$ cat src/rtl/ped_crossing_pkg.sv
`default_nettype none
// ============================================================================
// Module   : ped_crossing_pkg
// Brief    : State codes, lamp vector type and lamp decode for ped_crossing_ctrl
// Revision : 1.0 - initial release
// ============================================================================
package ped_crossing_pkg;

    typedef enum logic [2:0] {
        ROAD_GO  = 3'd0,
        ROAD_YEL = 3'd1,
        CLR1     = 3'd2,
        WALK     = 3'd3,
        FLASH    = 3'd4,
        CLR2     = 3'd5
    } state_t;

    typedef struct packed {
        logic road_red;
        logic road_yellow;
        logic road_green;
        logic ped_red;
        logic ped_green;
    } lamps_t;

    // Anything not explicitly a traffic or walk phase shows all-red.
    function automatic lamps_t decode_lamps(input state_t st, input logic flash_on);
        lamps_t l;
        l = '0;
        case (st)
            ROAD_GO: begin
                l.road_green = 1'b1;
                l.ped_red    = 1'b1;
            end
            ROAD_YEL: begin
                l.road_yellow = 1'b1;
                l.ped_red     = 1'b1;
            end
            WALK: begin
                l.road_red  = 1'b1;
                l.ped_green = 1'b1;
            end
            FLASH: begin
                l.road_red  = 1'b1;
                l.ped_green = flash_on;
            end
            default: begin
                l.road_red = 1'b1;
                l.ped_red  = 1'b1;
            end
        endcase
        return l;
    endfunction

endpackage
`default_nettype wire

$ cat src/rtl/ped_crossing_ctrl_sync_2ff.sv
`default_nettype none
// ============================================================================
// Module   : sync_2ff
// Brief    : Two-flop synchroniser for a single asynchronous level input
// Revision : 1.0 - initial release
// ============================================================================
module sync_2ff (
    input  logic clk,
    input  logic rst_n,
    input  logic d,
    output logic q
);

    logic meta;

    always_ff @(posedge clk or negedge rst_n) begin
        if (!rst_n) begin
            meta <= 1'b0;
            q    <= 1'b0;
        end else begin
            meta <= d;
            q    <= meta;
        end
    end

endmodule
`default_nettype wire

$ cat src/rtl/ped_crossing_ctrl.sv
`default_nettype none
// ============================================================================
// Module   : ped_crossing_ctrl
// Brief    : Demand-driven pedestrian crossing sequencer with registered lamps
// Revision : 1.0 - initial release
// ============================================================================
module ped_crossing_ctrl
    import ped_crossing_pkg::*;
#(
    parameter int TICK_DIV    = 50_000_000,
    parameter int CNT_W       = 8,
    parameter int T_GREEN_MIN = 10,
    parameter int T_GREEN_MAX = 60,
    parameter int T_YELLOW    = 3,
    parameter int T_ALL_RED   = 2,
    parameter int T_WALK      = 8,
    parameter int T_FLASH     = 4
) (
    input  logic       CLK,
    input  logic       nRST,
    input  logic       ROAD_DET,
    input  logic       PED_BUTT,
    output logic       ROAD_RED,
    output logic       ROAD_YELLOW,
    output logic       ROAD_GREEN,
    output logic       PED_RED,
    output logic       PED_GREEN,
    output logic       PED_WAIT,
    output logic [2:0] STATE
);

    localparam int               PRE_W        = $clog2(TICK_DIV);
    localparam logic [PRE_W-1:0] PRE_LAST     = PRE_W'(TICK_DIV - 1);
    localparam logic [CNT_W-1:0] CNT_MAX      = '1;
    localparam logic [CNT_W-1:0] GREEN_MIN    = CNT_W'(T_GREEN_MIN);
    localparam logic [CNT_W-1:0] GREEN_MAX    = CNT_W'(T_GREEN_MAX);
    localparam logic [CNT_W-1:0] YELLOW_TICKS = CNT_W'(T_YELLOW);
    localparam logic [CNT_W-1:0] ALLRED_TICKS = CNT_W'(T_ALL_RED);
    localparam logic [CNT_W-1:0] WALK_TICKS   = CNT_W'(T_WALK);
    localparam logic [CNT_W-1:0] FLASH_TICKS  = CNT_W'(T_FLASH);

    generate
        if (TICK_DIV < 2 || T_GREEN_MAX < T_GREEN_MIN) begin : g_bad_params
            $error("ped_crossing_ctrl: TICK_DIV must be >= 2 and T_GREEN_MAX >= T_GREEN_MIN");
        end
    endgenerate

    logic             det_s;
    logic             butt_s;
    logic             butt_prev;
    logic             butt_rise;
    logic [PRE_W-1:0] presc;
    logic [PRE_W-1:0] presc_next;
    logic             tick;
    logic [CNT_W-1:0] cnt;
    logic [CNT_W-1:0] cnt_done;
    logic [CNT_W-1:0] cnt_next;
    state_t           state;
    state_t           next_state;
    logic             entering;
    logic             req;
    lamps_t           lamps;

    sync_2ff u_sync_det (
        .clk   (CLK),
        .rst_n (nRST),
        .d     (ROAD_DET),
        .q     (det_s)
    );

    sync_2ff u_sync_butt (
        .clk   (CLK),
        .rst_n (nRST),
        .d     (PED_BUTT),
        .q     (butt_s)
    );

    assign butt_rise = butt_s & ~butt_prev;

    // cnt_done counts ticks completed by the end of this cycle, so a phase of
    // N ticks leaves on the very cycle its N-th tick completes.
    always_comb begin
        tick       = (presc == PRE_LAST);
        cnt_done   = (tick && (cnt != CNT_MAX)) ? cnt + CNT_W'(1) : cnt;
        cnt_next   = entering ? '0 : cnt_done;
        presc_next = (entering || tick) ? '0 : presc + PRE_W'(1);
    end

    always_comb begin
        next_state = state;
        case (state)
            ROAD_GO: begin
                if (req && (cnt_done >= GREEN_MIN) && (!det_s || (cnt_done >= GREEN_MAX)))
                    next_state = ROAD_YEL;
            end
            ROAD_YEL: begin
                if (tick && (cnt_done == YELLOW_TICKS))
                    next_state = CLR1;
            end
            CLR1: begin
                if (tick && (cnt_done == ALLRED_TICKS))
                    next_state = WALK;
            end
            WALK: begin
                if (tick && (cnt_done == WALK_TICKS))
                    next_state = FLASH;
            end
            FLASH: begin
                if (tick && (cnt_done == FLASH_TICKS))
                    next_state = CLR2;
            end
            CLR2: begin
                if (tick && (cnt_done == ALLRED_TICKS))
                    next_state = ROAD_GO;
            end
            default: next_state = CLR2;
        endcase
    end

    assign entering = (next_state != state);

    always_ff @(posedge CLK or negedge nRST) begin
        if (!nRST) begin
            state     <= CLR2;
            presc     <= '0;
            cnt       <= '0;
            butt_prev <= 1'b0;
        end else begin
            state     <= next_state;
            presc     <= presc_next;
            cnt       <= cnt_next;
            butt_prev <= butt_s;
        end
    end

    // Entry to WALK serves the request, so its clear outranks a same-cycle press.
    always_ff @(posedge CLK or negedge nRST) begin
        if (!nRST) begin
            req <= 1'b0;
        end else if (entering && (next_state == WALK)) begin
            req <= 1'b0;
        end else if (butt_rise && (state != WALK) && (state != FLASH)) begin
            req <= 1'b1;
        end
    end

    always_ff @(posedge CLK or negedge nRST) begin
        if (!nRST) begin
            lamps <= decode_lamps(CLR2, 1'b0);
        end else begin
            lamps <= decode_lamps(next_state, ~cnt_next[0]);
        end
    end

    assign ROAD_RED    = lamps.road_red;
    assign ROAD_YELLOW = lamps.road_yellow;
    assign ROAD_GREEN  = lamps.road_green;
    assign PED_RED     = lamps.ped_red;
    assign PED_GREEN   = lamps.ped_green;
    assign PED_WAIT    = req;
    assign STATE       = state;

endmodule
`default_nettype wire

$ cat config.mk
export PLATFORM = sky130hd
export DESIGN_NAME = ped_crossing_ctrl
export DESIGN_NICKNAME = d
export VERILOG_FILES = /design/src/rtl/ped_crossing_pkg.sv /design/src/rtl/ped_crossing_ctrl_sync_2ff.sv /design/src/rtl/ped_crossing_ctrl.sv
export SDC_FILE = /design/constraint.sdc
export NUM_CORES = 1
export LEC_CHECK = 0
export CAP_MARGIN = 20
export CORE_MARGIN = 8
export CORE_UTILIZATION = 40
export DETAILED_ROUTE_END_ITERATION = 12
export SETUP_SLACK_MARGIN = 0.05
export SKIP_LAST_GASP = 1
export SYNTH_ARGS = -nofsm -noshare
export SYNTH_HDL_FRONTEND = slang
export SYNTH_SLANG_ARGS = --single-unit
export TNS_END_PERCENT = 5
$ cat constraint.sdc
create_clock -name CLK -period 2.84 [get_ports CLK]
set_input_delay 0.568 -clock CLK [delete_from_list [all_inputs] [get_ports CLK]]
set_output_delay 0.568 -clock CLK [all_outputs]
set_load 0.05 [all_outputs]
# Yosys cells after proc, flatten, opt, wreduce, memory -nomap -nowiden
# Cells that the tools add are included.
[totals]
word_cells = 73
output_inout_bits = 9
reg_bits = 48
inputBits = 4
[op_classes]
n_bitwise = 3
eq_ne = 17
n_addsub = 2
n_mux = 17
reduce_logical = 18
order_cmp = 2
[op_table]
columns = ["operator", "count"]
rows = [
  ["26-bit by 1-bit adder with 26-bit output (second input constant)", 1],
  ["26-bit equality test (second input constant)", 1],
  ["26-bit two-way mux", 1],
  ["3-bit two-way mux", 6],
  ["3-bit case mux with 6 select lines", 1],
  ["8-bit by 2-bit equality test with 1-bit output (second input constant)", 2],
  ["8-bit two-way mux", 2],
  ["1-bit logical AND", 10],
  ["3-bit by 2-bit equality test with 1-bit output (second input constant)", 3],
  ["3-bit equality test (second input constant)", 3],
  ["8-bit by 1-bit adder with 8-bit output (second input constant)", 1],
  ["8-bit by 3-bit equality test with 1-bit output (second input constant)", 1],
  ["8-bit by 4-bit equality test with 1-bit output (second input constant)", 1],
  ["8-bit by 4-bit >= comparator with 1-bit output (second input constant)", 1],
  ["8-bit by 6-bit >= comparator with 1-bit output (second input constant)", 1],
  ["8-bit inequality test (second input constant)", 1],
  ["3-bit by 1-bit equality test with 1-bit output (second input constant)", 2],
  ["3-bit zero test", 2],
  ["1-bit two-way mux", 6],
  ["2-bit OR reduction", 2],
  ["3-bit by 2-bit inequality test with 1-bit output (second input constant)", 1],
  ["3-bit inequality test", 1],
  ["3-bit inequality test (second input constant)", 1],
  ["1-bit logical OR", 2],
  ["other kinds (5)", 6],
]

# Logic depth before layout (Yosys ltp)
# Gate-level depths: netlist of run 1.
[logic_depth]
ltp_word = 12
depth_mapped = 12
depth_no_buf = 10

# Modules after synthesis
# A second synthesis of run 1 with hierarchy kept.
[unflattened]
hier_cells = 301
hier_area_um2 = 2866.5
[by_module_without_submodules]
columns = ["mod", "cells_per_inst", "seq_area_each_um2", "area_each_um2", "n_inst"]
rows = [
  ["ped_crossing_ctrl", 297, 1106.1, 2766.4, 1],
  ["sync_2ff", 2, 50.0, 50.0, 2],
]

# Worst setup path before layout of run 1
# OpenSTA, ideal clock, no wires.
[synth_path]
path_type = "register -> register"
start = "register cnt[0]"
end = "register presc[10]"
n_path_buf = 2
period_less_slack_ns = 2.698
setup_ns = 0.111
path_slack_ns = 0.142
t_required_ns = 2.729
stages_incl_launch_ff = 13
t_arrival_ns = 2.587
path_cell_list = "dfrtp_1 ha_1 and3_1 buf_4 a21oi_1 o211ai_2 o311ai_1 nand4_1 nor3_1 o21a_4 inv_4 buf_8 a2111oi_2"
[synth_via]
elab_chain_len = 11
elab_cells_between_ends = 27
cone_classes = "1 x add/sub; 2 x order compare; 6 x eq/ne; 9 x mux; 9 x reduce/logical"
[synth_rtl]
columns = ["element", "line_no", "source"]
rows = [
  ["start: declaration", "ped_crossing_ctrl.sv:55", "logic [CNT_W-1:0] cnt;"],
  ["start signal: assignment", "ped_crossing_ctrl.sv:131", "cnt <= cnt_next;"],
  ["parallel branches: the longest is 2 deep, another holds 8-bit by 1-bit adder with 8-bit output", "-", ""],
  ["8-bit two-way mux *", "ped_crossing_ctrl.sv:84", "cnt_done = (tick && (cnt != CNT_MAX)) ? cnt + CNT_W'(1) : cnt;"],
  ["8-bit by 4-bit >= comparator with 1-bit output / 8-bit by 6-bit >= comparator with 1-bit output (equally long branches)", "ped_crossing_ctrl.sv:93", "if (req && (cnt_done >= GREEN_MIN) && (!det_s || (cnt_done >= GREEN_MAX)))"],
  ["1-bit logical AND / 1-bit logical OR (equally long branches)", "ped_crossing_ctrl.sv:93", ""],
  ["1-bit logical AND", "ped_crossing_ctrl.sv:93", ""],
  ["3-bit two-way mux", "ped_crossing_ctrl.sv:93", ""],
  ["3-bit case mux with 6 select lines *", "ped_crossing_ctrl.sv:91", "case (state)"],
  ["3-bit inequality test *", "ped_crossing_ctrl.sv:120", "assign entering = (next_state != state);"],
  ["1-bit logical OR *", "ped_crossing_ctrl.sv:86", "presc_next = (entering || tick) ? '0 : presc + PRE_W'(1);"],
  ["26-bit two-way mux *", "ped_crossing_ctrl.sv:86", ""],
  ["net presc_next[10]", "ped_crossing_ctrl.sv:53", "logic [PRE_W-1:0] presc_next;"],
  ["end signal: assignment", "ped_crossing_ctrl.sv:130", "presc <= presc_next;"],
  ["end: declaration", "ped_crossing_ctrl.sv:52", "logic [PRE_W-1:0] presc;"],
]
# Mark *: on every way through the listed nets, which the timed path passes.
# A chain may end at the register's enable or synchronous reset.

# Final worst setup path of run 1
[layout_path]
start = "register cnt[1]"
end = "register presc[3]"
# The elaborated chain is that of the path after synthesis.

==> impl_metrics.csv, run 1 <==
group,metric,value,unit
run_status,status,"finished clean",
layout,fin_cells,499,
clock_network,cts_hold_buf,0,
place,gp_congestion,0.890,
worst_setup_path,path_cells,"buf_4 -> and4_1 -> xnor2_1 -> a31oi_2 -> o311ai_2 -> nand4_1 -> nor3_2 -> o21a_4 -> inv_8 -> a2111oi_1",
worst_setup_path,worstSetupStartpointType,"flop",
logic_synthesis,synth.most_common_cell,"dfrtp_1",
floorplan,die_y,107,um
logic_synthesis,synth_fp_nets,342,
clock_network,cts.path.max_buffers,2,
floorplan,initial_core_util,0.407,
worst_setup_path,path_delay_family,"compound AO/OA/AOI/OAI gates",
timing,finalSetupTns,0,ns
global_route,antenna_found_initial,0,
worst_setup_path,path_class,"flop to flop",
detailed_routing,firstDrtPassIters,4,
floorplan,core_region_area,8090,sq um
clock_network,htree_levels,2,
logic_synthesis,ys_seq_area_frac,0.366,
place,dp_hpwl,6.09,mm
clock_network,cts.sinks,48,
timing,rsz0062_at_grt,"yes",
worst_setup_path,slowest_stage,"dfrtp_1",
timing,hold_violations,0,
detailed_routing,drc,0,
detailed_routing,drtAntennaViolNets,0,
layout,n_fill_cell,774,
detailed_routing,routed_via_density,5.76,
worst_setup_path,crit_buf_inv,2,
logic_synthesis,netlist.area_leader.share,0.334,
logic_synthesis,syn_inst,336,
logic_synthesis,ys_types,75,
worst_setup_path,crit_fanout,27,
detailed_routing,wl_per_cell,17.1,um
clock_network,numCtsBuffers,5,
power,peakVddDrop,177,uV
detailed_routing,vias,2874,
layout,utilization,0.509,
worst_hold_path,hold_path.class,"input pin to asynchronous set/reset pin",
floorplan,die_w,107,um
timing,slew_viol_final,0,
logic_synthesis,yosysWarnings,0,
logic_synthesis,syn_area_per_cell,9.81,sq um
clock_network,clock_latency,0.30,ns
logic_synthesis,synth_flop_cell,"dfrtp_1",
layout,design.final.nets,399,
place,placedCellCount,488,
logic_synthesis,synth-seq-cells,48,
floorplan,core.rowCount,33,
detailed_routing,wl,8.52,mm
timing,finalCritPeriodShare,0.995,
floorplan,ioPinCount,13,
logic_synthesis,synth_common_cells,"dfrtp_1, nand2_1, nand3_1, xnor2_1, nor2_1",
global_route,grt_overflow,0,
global_route,grt_pass1_wl,13.9,mm
power,powerDensity,274,nW/um^2
global_route,grt_pass1_vias,2852,
logic_synthesis,synth_largest_area_cell,"dfrtp_1",
worst_setup_path,crit_path_max_incr_delay,0.41,ns
timing,timing.final.ws_setup,0.0130,ns
logic_synthesis,syn-cell-area,3300,sq um
timing,period_needed,2.83,ns
timing,worst_slew_pin_slew,0.517,ns
logic_synthesis,async_flop_share,1.00,
global_route,grt_usage,0.151,
worst_setup_path,worst_ep_arrival_time,3.00,ns
place,dpl_worst_slack,-0.233,ns
power,total_power,1130,uW
layout,drive_gt1_frac,0.325,
clock_network,root_buffer,"clkbuf_8",
run,maxCapViolations,0,
timing,skew,0.0123,ns
floorplan,die-area,11400,sq um
power,p_leak,0.00155,uW
detailed_routing,first_iter_violations,160,
layout,num_antenna_cells,0,
logic_synthesis,synth-edff-count,0,
layout,area_growth,25.0,%
global_route,grt_max_degree,33,
worst_setup_path,cp-end-kind,"flop",
timing,max_slew_margin,0.655,
clock_network,clk_pin_slew,0.09,ns
worst_setup_path,worst_ep_required_time,3.02,ns
logic_synthesis,netlist_top_cells_area,"dfrtp_1, a2111oi_2, xnor2_1, dfstp_2, xor2_1",
clock_network,cts_tree,"built",
place,port_buffers,12,
timing,setup_viol,0,
timing,timing.fmax,354,MHz
==> state kept, by name, indices dropped and copies added, names as in the netlist <==
| signal | flops |
|---|---|
| u_sync_butt.meta | 1 |
| ROAD_YELLOW | 1 |
| butt_prev | 1 |
| ROAD_GREEN | 1 |
| cnt | 8 |
| presc | 26 |
| u_sync_det.meta | 1 |
| PED_WAIT | 1 |
| PED_RED | 1 |
| STATE | 3 |
| u_sync_butt.q | 1 |
| ROAD_RED | 1 |
| PED_GREEN | 1 |
| u_sync_det.q | 1 |
==> worst register-to-register path, stage by stage (launching register included) <==
cell       delay [ns]
dfrtp_1          0.41
buf_4            0.19
and4_1           0.24
xnor2_1          0.25
a31oi_2          0.23
o311ai_2         0.31
nand4_1          0.14
nor3_2           0.23
o21a_4           0.19
inv_8            0.09
a2111oi_1        0.42
==> logic make-up (layout without fill, tap and decap cells) <==
family / after synthesis / in the layout / synth area share
and+or+nand+nor: 135 / 135 / 0.250
AOI/OAI and AO/OA: 80 / 80 / 0.216
DFF: 48 / 48 / 0.366
buffers and inverters: 33 / 91 / 0.0566
xor gates and xnor gates: 32 / 32 / 0.0850
muxes: 6 / 6 / 0.0186
adders and majority gates: 2 / 2 / 0.00759
==> timing repair <==
item / 4_1_cts / 5_1_grt
cloned: 0 / 0
pin swaps: 0 / 3
setup buffers: 0 / 3
endpoints found under the setup margin: 36 / 38
gates resized for setup: 5 / 25
==> where the power goes <==
part / total, uW / switching (uW) / internal, uW
Sequential: 688 / 1.62 / 687
Clock: 424 / 229 / 195
Combinational: 18.5 / 14.2 / 4.24
Total: 1130 / 245 / 886
==> metrics by stage <==
step,area [sq um],hold slack [ns]
floorplan,3300,0.272
global placement,3840,0.332
CTS,3950,0.225
global route,4120,0.252
detailed placement,3840,0.341
finish,4120,0.217
==> layout by cell type (no fill, tap or decap), drive strengths merged, types with 3 or more instances in the layout <==
| cell type | netlist | layout |
|---|---|---|
| a211oi | 13 | 13 |
| clkinv | 1 | 3 |
| dfrtp | 44 | 44 |
| o21ai | 11 | 11 |
| dfstp | 4 | 4 |
| clkbuf | 5 | 6 |
| nand2 | 23 | 23 |
| clkdlybuf4s50 | 0 | 11 |
| a21oi | 7 | 7 |
| nand4 | 10 | 10 |
| a2111oi | 19 | 19 |
| nor4 | 7 | 7 |
| xnor2 | 20 | 20 |
| a31oi | 5 | 5 |
| buf | 18 | 64 |
| mux2i | 5 | 5 |
| xor2 | 12 | 12 |
| and4 | 7 | 7 |
| nor3 | 13 | 13 |
| inv | 7 | 7 |
| o211ai | 4 | 4 |
| nand3b | 3 | 3 |
| or3 | 3 | 3 |
| and3 | 4 | 4 |
| nor2 | 19 | 19 |
| nor3b | 4 | 4 |
| and2 | 5 | 5 |
| o21a | 3 | 3 |
| nand3 | 20 | 20 |
==> layout make-up <==
type                    instances  area [sq um]  share of cell area
inverters                       8          37.5             0.00911
multi-input cells             255          2060               0.500
clock inverters                 2          10.0             0.00243
flip-flops and latches         48          1210               0.293
repair buffers                 75           592               0.144
well taps                     105           131              0.0319
clock buffers                   6          82.6              0.0200
==> layer usage <==
layer	track usage	vias to the layer above	part of all wire
met3	0.0192	13	0.031
li1	-	1398	-
met1	0.186	1410	0.44
met5	0	-	0
met4	0.0583	0	0.020
met2	0.260	53	0.51
==> path summary, 6_finish.rpt <==
kind | endpoint | slack (ns) | cells past startpoint | from
worst max-delay path | presc[3] | 0.01 | 10 | cnt[1]
max in group asynchronous | PED_RED | 1.85 | 2 | nRST
worst min register to register | u_sync_det.q | 0.36 | 0 | u_sync_det.meta
worst max register to register | presc[3] | 0.01 | 10 | cnt[1]
worst min-delay path | presc[21] | 0.22 | 1 | nRST
min in group CLK | u_sync_det.q | 0.36 | 0 | u_sync_det.meta
(Power assumes the default switching activity.)
==> run 2, diff against run 1 <==
--- a/config.mk
+++ b/config.mk
@@ -6,7 +6,6 @@
 export NUM_CORES = 1
 export LEC_CHECK = 0
 export CAP_MARGIN = 20
-export CORE_MARGIN = 8
 export CORE_UTILIZATION = 40
 export DETAILED_ROUTE_END_ITERATION = 12
 export SETUP_SLACK_MARGIN = 0.05
==> run 2 against run 1 <==
Effect of this change: the run now ends with negative setup slack left; sequential power about the same; hold slack got worse by 0.00094 ns; clock skew decreased by 0.0021 ns; worst setup slack got worse by 0.049 ns; first-iteration DRC count increased by 31%; flip-flop and latch count unchanged; final cell count decreased by 1.2%; combinational power increased by 12%; fmax decreased by 1.7%; die area decreased by 25%; global-route usage increased by 5.3 points; routed wire length increased by 4.1%; critical endpoint is now cnt[4]; largest cell class unchanged.
==> impl_metrics.csv, run 2 (synthesis results as in run 1) <==
group,metric,value,unit
run_status,status,"finished with violations",
run_status,failed_checks,"negative setup slack",
worst_hold_path,hold_path.class,"input pin to asynchronous set/reset pin",
timing,skew,0.0102,ns
detailed_routing,drtAntennaViolNets,0,
detailed_routing,first_iter_violations,210,
place,dpl_worst_slack,-0.0167,ns
run,maxCapViolations,0,
worst_setup_path,crit_fanout,7,
timing,period_needed,2.88,ns
clock_network,cts.sinks,48,
clock_network,numCtsBuffers,5,
timing,finalSetupTns,-0.121,ns
worst_setup_path,worst_ep_arrival_time,3.09,ns
detailed_routing,firstDrtPassIters,5,
detailed_routing,routed_via_density,6.03,
timing,hold_violations,0,
timing,setup_viol,6,
layout,area_growth,28.7,%
layout,largest_register_ffs,26,
clock_network,cts_hold_buf,0,
floorplan,initial_core_util,0.420,
place,gp_congestion,0.886,
global_route,grt_pass1_vias,2910,
global_route,grt_usage,0.204,
layout,num_antenna_cells,0,
global_route,antenna_found_initial,0,
place,dp_hpwl,5.75,mm
layout,n_fill_cell,707,
clock_network,clock_latency,0.31,ns
floorplan,ioPinCount,13,
worst_setup_path,r2r_cells,11,
worst_setup_path,reg2reg_to,"cnt[4]",
global_route,grt_max_degree,33,
power,p_leak,0.00160,uW
worst_setup_path,worstSetupStartpointType,"flop",
timing,max_slew_margin,0.611,
timing,rsz0062_at_grt,"yes",
detailed_routing,vias,2972,
layout,final_common_cell,"buf_4",
worst_setup_path,path_class,"flop to flop",
power,peakVddDrop,241,uV
floorplan,core_region_area,7850,sq um
layout,largest_register,"presc",
worst_setup_path,cp-end-kind,"flop",
layout,fin_cells,493,
worst_setup_path,worst_ep_required_time,3.06,ns
clock_network,cts.path.max_buffers,2,
place,port_buffers,12,
detailed_routing,drc,0,
detailed_routing,wl_per_cell,18.0,um
place,placedCellCount,480,
detailed_routing,wl,8.87,mm
timing,timing.fmax,348,MHz
floorplan,die-area,8610,sq um
global_route,grt_pass1_wl,13.9,mm
clock_network,root_buffer,"clkbuf_8",
timing,slew_viol_final,0,
clock_network,htree_levels,2,
clock_network,clk_pin_slew,0.10,ns
layout,drive_gt1_frac,0.345,
floorplan,core.rowCount,32,
power,powerDensity,310,nW/um^2
timing,timing.final.ws_setup,-0.0358,ns
worst_setup_path,r2r_slack,-0.04,ns
worst_setup_path,r2r_start,"presc[9]",
layout,layout_common_cells,"buf_4, dfrtp_1, nand2_1",
layout,design.final.nets,396,
floorplan,die_y,92.8,um
timing,worst_slew_pin_slew,0.580,ns
global_route,grt_overflow,0,
floorplan,die_w,92.8,um
clock_network,cts_tree,"built",
timing,finalCritPeriodShare,1.01,
## run 2: cell types whose count changed in the layout (fill, tap and decap cells not counted), sizes merged
cell    previous run  this run
bufinv             0         2
inv                7         9
clkbuf             6         5
buf               64        59
clkinv             3         2
## run 2: worst max-delay path, cell delays in order (launching register included)
cell      delay (ns)
dfrtp_1         0.42
nor4_4          0.35
nand4b_4        0.20
nor3_4          0.29
buf_4           0.19
o21ai_0         0.12
and3_1          0.21
nor3_2          0.21
o21a_4          0.27
clkinv_8        0.12
buf_4           0.18
a211oi_2        0.23
## run 2: final cells by class
class                           instances  area, sq um  area share
Sequential cell                        48         1210       0.284
Timing Repair inverter                  2         17.5     0.00413
Timing Repair Buffer                   70          563       0.133
Tap cell                              102          128      0.0301
Inverter                                8         42.5      0.0100
Clock buffer                            5         68.8      0.0162
Clock inverter                          3         68.8      0.0162
Multi-Input combinational cell        255         2150       0.506
## run 2: worst max path at each step
stage | end | startpoint | depth (start not counted)
floorplan | presc[10] | cnt[0] | 12
global placement | cnt[6] | presc[8] | 11
detailed placement | presc[5] | cnt[0] | 10
CTS | presc[3] | cnt[0] | 10
global route | cnt[4] | presc[9] | 11
finish | cnt[4] | presc[9] | 11
## run 2: metal layers
| layer | global-route usage | vias to the layer above | wire length, um |
|---|---|---|---|
| met4 | 0.0667 | 0 | 180 |
| met1 | 0.266 | 1470 | 3800 |
| met5 | 0 | - | 0 |
| met2 | 0.338 | 86 | 4490 |
| met3 | 0.0369 | 21 | 401 |
| li1 | - | 1395 | - |
## run 2: where the power goes
| group | leakage [uW] | switching (uW) | internal, uW | total [uW] |
|---|---|---|---|---|
| clock network | 0.0000687 | 253 | 355 | 608 |
| logic | 0.000909 | 14.7 | 5.98 | 20.7 |
| registers | 0.000620 | 1.28 | 687 | 688 |
## run 2: per-stage QoR
step | power, uW | utilization | hold slack, ns | cell area [sq um]
2_1_floorplan | 702 | - | 0.272 | 3300
3_5_place_dp | 722 | 0.486 | 0.341 | 3810
3_3_place_gp | 721 | 0.486 | 0.337 | 3810
4_1_cts | 1330 | 0.507 | 0.230 | 3980
6_report | 1320 | 0.541 | 0.216 | 4240
5_1_grt | 1360 | 0.541 | 0.252 | 4240
## run 2: timing repair
action | 4_1_cts | 5_1_grt
endpoints found under the setup margin | 24 | 38
gates cloned | 0 | 2
gates resized for setup | 6 | 41
hold endpoints to repair | 0 | 0
buffers inserted | 0 | 3
pin swaps | 0 | 9
==> run 3, diff against run 2 <==
==> constraint.sdc (replaced) <==
create_clock -name CLK -period 2.9 [get_ports CLK]
set_input_delay 0.58 -clock CLK [delete_from_list [all_inputs] [get_ports CLK]]
set_output_delay 0.58 -clock CLK [all_outputs]
set_load 0.05 [all_outputs]
==> run 3 against run 2 <==
Effect of this change: the run now ends clean; register-to-register slack better by 0.12 ns; die area unchanged; critical endpoint is now presc[4]; sequential power decreased by 2%; final cell count shrank 3.9%.
==> impl_metrics.csv, run 3 (synthesis results as in run 1) <==
group,metric,value,unit
run_status,status,"finished clean",
power,powerDensity,283,nW/um^2
layout,largest_register_ffs,26,
floorplan,die-area,8610,sq um
timing,timing.final.ws_setup,0.0806,ns
floorplan,ioPinCount,13,
timing,finalCritPeriodShare,0.972,
clock_network,htree_levels,2,
run,maxCapViolations,0,
floorplan,initial_core_util,0.420,
place,dpl_worst_slack,-0.124,ns
clock_network,numCtsBuffers,5,
floorplan,die_y,92.8,um
detailed_routing,first_iter_violations,115,
worst_setup_path,r2r_slack,0.08,ns
worst_setup_path,worst_ep_arrival_time,3.03,ns
layout,final_common_cell,"dfrtp_1",
worst_setup_path,path_class,"flop to flop",
floorplan,core_region_area,7850,sq um
timing,timing.fmax,355,MHz
timing,rsz0062_at_grt,"yes",
layout,drive_gt1_frac,0.280,
timing,hold_violations,0,
global_route,grt_max_degree,36,
layout,design.final.nets,377,
clock_network,cts_tree,"built",
detailed_routing,vias,2773,
worst_hold_path,hold_path.class,"input pin to asynchronous set/reset pin",
layout,num_antenna_cells,0,
layout,largest_register,"presc",
power,peakVddDrop,189,uV
worst_setup_path,cp-end-kind,"flop",
floorplan,die_w,92.8,um
worst_setup_path,crit_fanout,26,
global_route,grt_overflow,0,
timing,holdWs,0.150,ns
worst_setup_path,r2r_start,"presc[16]",
detailed_routing,routed_via_density,5.85,
place,placedCellCount,464,
global_route,grt_usage,0.192,
place,port_buffers,12,
layout,n_fill_cell,747,
timing,setup_viol,0,
clock_network,cts.path.max_buffers,2,
detailed_routing,drtAntennaViolNets,0,
timing,slew_viol_final,0,
power,p_leak,0.00144,uW
layout,layout_common_cells,"dfrtp_1, buf_4, nand2_1",
timing,max_slew_margin,0.589,
timing,skew,0.0118,ns
worst_setup_path,worst_ep_required_time,3.11,ns
detailed_routing,drc,0,
detailed_routing,firstDrtPassIters,4,
worst_setup_path,startpoint,"presc[16]",
detailed_routing,wl_per_cell,16.9,um
worst_setup_path,r2r_cells,11,
global_route,antenna_found_initial,0,
layout,fin_cells,474,
clock_network,clk_pin_slew,0.10,ns
global_route,grt_pass1_vias,2636,
place,dp_hpwl,5.71,mm
timing,period_needed,2.82,ns
place,gp_congestion,0.946,
timing,worst_slew_pin_slew,0.613,ns
worst_setup_path,reg2reg_to,"presc[4]",
floorplan,core.rowCount,32,
power,total_power,1110,uW
clock_network,root_buffer,"clkbuf_8",
worst_setup_path,worstSetupStartpointType,"flop",
clock_network,clock_latency,0.31,ns
worst_setup_path,endpoint,"presc[4]",
detailed_routing,wl,8.02,mm
global_route,grt_pass1_wl,13.1,mm
clock_network,cts.sinks,48,
clock_network,cts_hold_buf,0,
layout,area_growth,18.8,%
## run 3: cell count changes in the layout (fill, tap and decap cells not counted), moves of 2 or more
cell | before | now
a2111oi_4 | 4 | 0
xnor2_2 | 2 | 0
a2111oi_2 | 14 | 17
a211oi_2 | 4 | 1
xnor2_1 | 18 | 20
bufinv_16 | 2 | 0
buf_4 | 57 | 40
a211oi_1 | 9 | 12
## run 3: repair_timing
action                                  4_1_cts  5_1_grt
resized for setup                             6       18
pin swaps                                     2        4
gates cloned                                  0        0
endpoints found under the setup margin       31       36
buffers inserted                              0        2
## run 3: stage by stage
step	utilization	setup TNS (ns)	area, sq um
detailed placement	0.471	-1.91	3690
finish	0.499	0	3910
floorplan	-	0	3300
global placement	0.471	-1.33	3690
CTS	0.486	0	3810
global route	0.499	-0.403	3910
## run 3: layout make-up
type | count | area [sq um] | share of cell area
tap | 102 | 128 | 0.0326
timing repair buffer | 53 | 435 | 0.111
clock inverter | 3 | 26.3 | 0.00671
clock buffer | 5 | 68.8 | 0.0176
inverter | 8 | 35.0 | 0.00895
multi-input combinational | 255 | 2010 | 0.514
sequential | 48 | 1210 | 0.309
## run 3: worst min path at each step
stage | startpoint | to | slack [ns] | cells past startpoint
floorplan | nRST | PED_GREEN | 0.28 | 0
global placement | u_sync_butt.meta | u_sync_butt.q | 0.33 | 0
detailed placement | u_sync_det.meta | u_sync_det.q | 0.34 | 0
CTS | nRST | presc[23] | 0.15 | 1
global route | nRST | presc[21] | 0.16 | 1
finish | nRST | presc[23] | 0.15 | 1
## run 3: routing by layer
metal	wire [um]	global-route usage	vias to the layer above
met2	3830	0.308	55
met1	3810	0.269	1357
met3	247	0.0263	11
met5	0	0	-
li1	-	-	1350
met4	136	0.0551	0
## run 3: report_power, final
group          internal (uW)  switching [uW]
Combinational           4.18            13.9
Clock                    178             238
Sequential               673            1.32
## run 3: worst max-delay path: stages, from the launching register on
cell and delay (ns):
dfrtp_1 0.43, and4bb_2 0.37, and4b_2 0.26, buf_4 0.14, o211ai_2 0.13, o311ai_1 0.30, nand4_1 0.15, nor3_2 0.22
o21a_4 0.18, inv_6 0.10, buf_4 0.18, a211oi_1 0.24
